===== src/rtl/uart0_pkg.sv =====
// uart0_pkg: definitions shared by the uart0 receive path (and the uart0_tx default rate).
//   rx_state_e        - receiver FSM encodings (3 bits)
//   DATA_BITS         - payload bits per frame (8N1)
//   PRESCALER_DEFAULT - bus clocks per bit, 9600 bps at 6 MHz
//   PRE_CNT_W         - width of the bit-period counter
//   majority3()       - 2-of-3 vote used by the oversampling build
package uart0_pkg;

    typedef enum logic [2:0] {
        StIdle  = 3'd0,
        StStart = 3'd1,
        StData  = 3'd2,
        StStop  = 3'd3,
        StBreak = 3'd4
    } rx_state_e;

    localparam int unsigned DATA_BITS         = 8;
    localparam int unsigned PRESCALER_DEFAULT = 625;
    localparam int unsigned PRE_CNT_W         = 12;

    function automatic logic majority3(input logic [2:0] s);
        return (s[0] & s[1]) | (s[0] & s[2]) | (s[1] & s[2]);
    endfunction

endpackage


===== src/rtl/uart0_sync.sv =====
// uart0_sync: SYNC_STAGES-deep flop chain bringing an asynchronous line into the clk domain.
// Flops reset to 1 so an idle-high line does not look like a start bit coming out of reset.
//   clk   - bus clock
//   rst_n - synchronous active-low reset
//   d     - asynchronous input
//   q     - synchronized output
module uart0_sync #(
    parameter int unsigned SYNC_STAGES = 2
) (
    input  logic clk,
    input  logic rst_n,
    input  logic d,
    output logic q
);

    logic [SYNC_STAGES-1:0] sync_q, sync_d;

    always_comb begin
        sync_d = {sync_q[SYNC_STAGES-2:0], d};
    end

    always_ff @(posedge clk) begin
        if (!rst_n) begin
            sync_q <= '1;
        end else begin
            sync_q <= sync_d;
        end
    end

    assign q = sync_q[SYNC_STAGES-1];

endmodule


===== src/rtl/uart0_rx.sv =====
// uart0_rx: 8N1 UART receiver on the bus clock, LSB first, idle-high line.
// The received byte is held for a bus read together with full/overrun/framing status.
//   clk          - bus clock, all logic on posedge
//   rst_n        - synchronous active-low reset
//   rx_in        - asynchronous serial line
//   rd_en        - one-cycle read strobe; consumes the byte and clears all flags
//   rd_data      - {24'b0, byte}
//   rd_full      - byte available
//   rd_overrun   - a complete byte was dropped because rd_full was already set
//   rd_frame_err - last frame had a low stop bit
// Build option: define UART0_RX_MAJORITY_EN to take each decision as a 2-of-3 vote of rx_s
// at counts T-2, T-1 and T instead of a single sample at T. Ports and timing are unchanged.
module uart0_rx import uart0_pkg::*; #(
    parameter int unsigned PRESCALER   = PRESCALER_DEFAULT,
    parameter int unsigned SYNC_STAGES = 2
) (
    input  logic        clk,
    input  logic        rst_n,
    input  logic        rx_in,
    input  logic        rd_en,
    output logic [31:0] rd_data,
    output logic        rd_full,
    output logic        rd_overrun,
    output logic        rd_frame_err
);

    localparam logic [PRE_CNT_W-1:0] PreMax  = PRE_CNT_W'(PRESCALER - 1);
    localparam logic [PRE_CNT_W-1:0] HalfM1  = PRE_CNT_W'(PRESCALER / 2 - 1);
    localparam int unsigned          BitCntW = $clog2(DATA_BITS);
    localparam logic [BitCntW-1:0]   BitLast = BitCntW'(DATA_BITS - 1);

    rx_state_e              state_q, state_d;
    logic [PRE_CNT_W-1:0]   pre_cnt_q, pre_cnt_d;
    logic [BitCntW-1:0]     bit_cnt_q, bit_cnt_d;
    logic [DATA_BITS-1:0]   shift_q, shift_d;
    logic [DATA_BITS-1:0]   rd_data_q, rd_data_d;
    logic                   rd_full_q, rd_full_d;
    logic                   rd_overrun_q, rd_overrun_d;
    logic                   rd_frame_err_q, rd_frame_err_d;

    logic rx_s;
    logic rx_vote;
    logic pre_hit;
    logic half_hit;
    logic stop_sample;

    uart0_sync #(
        .SYNC_STAGES(SYNC_STAGES)
    ) u_sync (
        .clk  (clk),
        .rst_n(rst_n),
        .d    (rx_in),
        .q    (rx_s)
    );

`ifdef UART0_RX_MAJORITY_EN
    // The two previous rx_s values; combined with the current one they span T-2..T.
    logic [1:0] hist_q, hist_d;

    always_comb begin
        hist_d  = {hist_q[0], rx_s};
        rx_vote = majority3({hist_q, rx_s});
    end

    always_ff @(posedge clk) begin
        if (!rst_n) begin
            hist_q <= 2'b11;
        end else begin
            hist_q <= hist_d;
        end
    end
`else
    assign rx_vote = rx_s;
`endif

    assign pre_hit     = (pre_cnt_q == PreMax);
    assign half_hit    = (pre_cnt_q == HalfM1);
    assign stop_sample = (state_q == StStop) && pre_hit;

    // State register (FSM, datapath and read-side status).
    always_ff @(posedge clk) begin
        if (!rst_n) begin
            state_q        <= StIdle;
            pre_cnt_q      <= '0;
            bit_cnt_q      <= '0;
            shift_q        <= '0;
            rd_data_q      <= '0;
            rd_full_q      <= 1'b0;
            rd_overrun_q   <= 1'b0;
            rd_frame_err_q <= 1'b0;
        end else begin
            state_q        <= state_d;
            pre_cnt_q      <= pre_cnt_d;
            bit_cnt_q      <= bit_cnt_d;
            shift_q        <= shift_d;
            rd_data_q      <= rd_data_d;
            rd_full_q      <= rd_full_d;
            rd_overrun_q   <= rd_overrun_d;
            rd_frame_err_q <= rd_frame_err_d;
        end
    end

    // Next-state logic.
    always_comb begin
        state_d   = state_q;
        pre_cnt_d = pre_cnt_q;
        bit_cnt_d = bit_cnt_q;
        shift_d   = shift_q;
        unique case (state_q)
            StIdle: begin
                if (!rx_s) begin
                    state_d   = StStart;
                    pre_cnt_d = '0;
                end
            end
            StStart: begin
                pre_cnt_d = pre_cnt_q + 1'b1;
                if (half_hit) begin
                    if (!rx_vote) begin
                        state_d   = StData;
                        pre_cnt_d = '0;
                        bit_cnt_d = '0;
                    end else begin
                        state_d = StIdle;  // too short to be a start bit
                    end
                end
            end
            StData: begin
                pre_cnt_d = pre_cnt_q + 1'b1;
                if (pre_hit) begin
                    shift_d   = {rx_vote, shift_q[DATA_BITS-1:1]};
                    pre_cnt_d = '0;
                    bit_cnt_d = bit_cnt_q + 1'b1;
                    if (bit_cnt_q == BitLast) begin
                        state_d = StStop;
                    end
                end
            end
            StStop: begin
                pre_cnt_d = pre_cnt_q + 1'b1;
                if (pre_hit) begin
                    pre_cnt_d = '0;
                    state_d   = rx_vote ? StIdle : StBreak;
                end
            end
            StBreak: begin
                // Hold off until the line returns high so a stuck-low line cannot retrigger.
                if (rx_s) begin
                    state_d = StIdle;
                end
            end
            default: state_d = StIdle;
        endcase
    end

    // Output / status logic. A delivery in the same cycle as rd_en wins over the clear.
    always_comb begin
        rd_data_d      = rd_data_q;
        rd_full_d      = rd_full_q;
        rd_overrun_d   = rd_overrun_q;
        rd_frame_err_d = rd_frame_err_q;
        if (rd_en) begin
            rd_full_d      = 1'b0;
            rd_overrun_d   = 1'b0;
            rd_frame_err_d = 1'b0;
        end
        if (stop_sample) begin
            if (rx_vote) begin
                if (!rd_full_q || rd_en) begin
                    rd_data_d      = shift_q;
                    rd_full_d      = 1'b1;
                    rd_frame_err_d = 1'b0;
                end else begin
                    rd_overrun_d = 1'b1;
                end
            end else begin
                rd_frame_err_d = 1'b1;
            end
        end
    end

    assign rd_data      = {{(32 - DATA_BITS){1'b0}}, rd_data_q};
    assign rd_full      = rd_full_q;
    assign rd_overrun   = rd_overrun_q;
    assign rd_frame_err = rd_frame_err_q;

endmodule

===== config.mk =====
export PLATFORM = sky130hd
export DESIGN_NAME = uart0_rx
export DESIGN_NICKNAME = d
export VERILOG_FILES = /design/src/rtl/uart0_pkg.sv /design/src/rtl/uart0_sync.sv /design/src/rtl/uart0_rx.sv
export SDC_FILE = /design/constraint.sdc
export NUM_CORES = 1
export LEC_CHECK = 0
export CORE_MARGIN = 2
export CORE_UTILIZATION = 58
export CTS_BUF_LIST = sky130_fd_sc_hd__clkbuf_4
export DETAILED_ROUTE_END_ITERATION = 16
export PLACE_DENSITY_LB_ADDON = 0.15
export SLEW_MARGIN = 20
export SYNTH_ARGS = -nofsm -noshare
export SYNTH_HDL_FRONTEND = slang
export SYNTH_SLANG_ARGS = --single-unit

===== constraint.sdc =====
create_clock -name clk -period 4.4 [get_ports clk]
set_clock_uncertainty 0.2 [all_clocks]
set_input_delay 0.88 -clock clk [delete_from_list [all_inputs] [get_ports clk]]
set_output_delay 0.88 -clock clk [all_outputs]
set_load 0.02 [all_outputs]

==> out/metrics.yaml <==
run_status:
  status: "completed"
job:
  maxCapViolations: 0
logic_synthesis:
  synthTopCellsByCount: "dfxtp_1, buf_4, mux2i_1, nor2_1"
  synth_flop_cell: "dfxtp_1"
  synth_compound_area_share_pct: 13.90
  yosys_warnings: 0
  ys_seq_area_share_pct: 37.70
  postSynthAreaPerCell_um2: 8.964
  ys_ff_latch: 39
  yosysMostFrequentCell: "dfxtp_1"
  netlist.area_leader.share_pct: 37.70
  synth-simple-area-share_pct: 25.02
  yosysTopAreaCell: "dfxtp_1"
  synth.area.mux_share_pct: 8.218
  synth_top_family_by_area: "simple AND/OR/NAND/NOR gates"
  synth_area_um2: 2071
  async_flop_share_pct: 0
  synth_edf_count: 0
  synth_cells: 231
  synthXorXnorAreaFrac_pct: 0.4230
  synth_fa_ha_area_share_pct: 2.417
  synth_cell_types: 45
  yosys-top-cells-area: "dfxtp_1, buf_4, mux2i_1, nor2b_1, nand3_1"
die:
  num_io_pins: 39
  start_util_pct: 61.09
  num_rows: 21
  die_y_um: 63.75
  dieArea_um2: 4064
  die_x_um: 63.75
  coreArea_um2: 3390
worst_setup_path:
  crit_path_cell_trace: "clkdlybuf4s50_1 > buf_4 > clkinv_1 > a21o_2 > or3_1 > nand3_1"
  rrSetupSlack_ns: 1.93
  cp_slowest_cell: "clkdlybuf4s50_1"
  cp.buffers_inverters: 3
  start_kind: "input port"
  crit_family: "buffers and inverters"
  crit_arrival_ns: 2.67
  cp.required_ns: 4.49
  r2r_cells: 6
  r2r-end: "rd_data_q[5]"
  worstSetupEndpointType: "flip-flop"
  worstSetupPathType: "in2reg"
  crit_path_max_fanout: 29
  timing.rr.start: "pre_cnt_q[3]"
  cpPeakStageDelay_ns: 0.45
clocking:
  cts_tree: "done"
  insertion_delay_ns: 0.34
  htree_levels: 2
  post_cts_buffers: 0
  postCtsHoldBufs: 0
  cts_resized: 0
  clock-root-buffer: "clkbuf_4"
  cts_buffer_depth: 2
  cts.sinks: 39
  clkTransAtPathRegs_ns: 0.11
  cts_buffers: 5
drt:
  wire_per_inst_um: 12.02
  drt_first_pass_iters: 4
  routed_via_density: 5.066
  via_count: 1469
  wl_um: 3487
  ant_nets: 0
  first_iter_violations: 85
  drc: 0
sta:
  finalWorstSetupSlack_ns: 1.820
  maxSlewHeadroom_pct: 58.52
  report.final.slew_viol_count: 0
  period_needed_ns: 2.580
  rsz0062_at_grt: "false"
  setup_viol: 0
  clock.fmax_ghz: 0.3876
  worst_pin_slew_ns: 0.6209
  fin_crit_sh_pct: 58.64
  hold_viol_final: 0
  fin_setup_tns_ns: 0
worst_hold_path:
  hold_depth: 1
  hold_class: "reg2reg"
  min_from: "u_sync.sync_q[0]"
  min_to: "u_sync.sync_q[1]"
layout:
  drive_above_1_share_pct: 5.738
  n_fill_cell: 309
  antennaDiodeCount: 0
  layout.nets: 251
  syn_to_final_growth_pct: 6.707
placement:
  numPortBuffers: 14
  dpl.hpwl_um: 2510
  pre_cts_ws_ns: 1.464
  place_congestion: 0.8480
pwr:
  share_comb_of_total_power_pct: 11.7
  p_clk_share_pct: 34.6
  p_leak_uw: 0.0009734
  power.switching_uw: 179.9
  power.density_nw_per_um2: 307.8
  power_frac_seq_pct: 53.7
  vdd_drop_max_mv: 0.2430
  intPower_uw: 500.3
  swShare_pct: 26.45
global_route:
  grt_overflow: 0
  track_usage_pct: 18.91
  grt_first_pass_wirelength_um: 6175
  grt_max_degree: 30
  grt_pass1_vias: 1370
  antenna_found_initial: 0
cell families (layout without fill, tap and decap cells):
group / count (synthesis) / after routing
compound gates: 38 / 38
simple gates: 92 / 92
buf+inv: 39 / 29
mux: 17 / 17
flops: 39 / 39
xor+xnor: 1 / 1
other cells: 1 / 24
fa+ha+maj: 4 / 4
per-stage QoR:
step / cell area, um^2 / utilization, % / power, uW / hold slack [ns] / std cells
3_3_place_gp: 2133 / 62.94 / 452.3 / 0.1932 / 282
3_5_place_dp: 2133 / 62.94 / 452.6 / 0.2037 / 282
4_1_cts: 2210 / 65.19 / 686.3 / 0.2318 / 290
5_1_grt: 2210 / 65.19 / 712.4 / 0.2457 / 290
2_1_floorplan: 2157 / - / 457.1 / 0.1863 / 254
6_report: 2210 / 65.19 / 680.1 / 0.2264 / 290
layer usage:
| layer | global-route usage (%) | wire length [um] | vias up |
|---|---|---|---|
| met5 | 0 | 0 | - |
| met4 | 5.978 | 40 | 0 |
| met3 | 4.754 | 147 | 5 |
| met2 | 30.00 | 1511 | 27 |
| met1 | 25.34 | 1787 | 658 |
| li1 | - | - | 779 |
power groups by stage:
stage          logic, uW  registers, uW  clock network [uW]
2_1_floorplan       88.7            368                   0
3_3_place_gp        78.8            374                   0
3_5_place_dp        79.2            373                   0
4_1_cts             79.2            366                 242
5_1_grt             88.5            367                 257
6_report            79.5            365                 235
cell usage in the layout, fill, tap and decap left out, types with 3 or more instances in the layout:
cell	instances
a21o_1	6
a21oi_1	4
and2_1	3
and3_1	3
clkbuf_4	5
clkdlybuf4s50_1	14
conb_1	24
dfxtp_1	39
ha_1	4
inv_1	5
mux2i_1	17
nand2_1	11
nand2b_1	9
nand3_1	14
nand4_1	3
nor2_1	16
nor2b_1	14
nor3_1	4
nor4_1	4
o211a_1	4
o21ai_0	3
o21ai_1	6
final cells by class:
cell class / instances / area [um^2] / share of cell area [%]
tap: 46 / 57.56 / 2.605
clock buffer: 5 / 37.54 / 1.699
inverter: 6 / 22.52 / 1.019
timing repair buffer: 15 / 147.6 / 6.682
multi-input combinational: 176 / 1125 / 50.91
clock inverter: 3 / 38.79 / 1.755
sequential: 39 / 780.7 / 35.33
how the worst max path moves through the flow:
stage	from	endpoint	depth (start not counted)
finish	rst_n	pre_cnt_q[8]	6
floorplan	pre_cnt_q[11]	pre_cnt_q[3]	7
detailed placement	rst_n	pre_cnt_q[8]	6
CTS	rst_n	pre_cnt_q[8]	6
global route	rst_n	pre_cnt_q[10]	6
global placement	rst_n	pre_cnt_q[8]	6
sequential cells by signal (all words and copies together), names as in the netlist:
signal         flops
bit_cnt_q          3
rd_overrun         1
shift_q            8
rd_frame_err       1
pre_cnt_q         12
rd_full            1
state_q            3
rd_data_q          8
u_sync.sync_q      2
(Power assumes the default switching activity.)
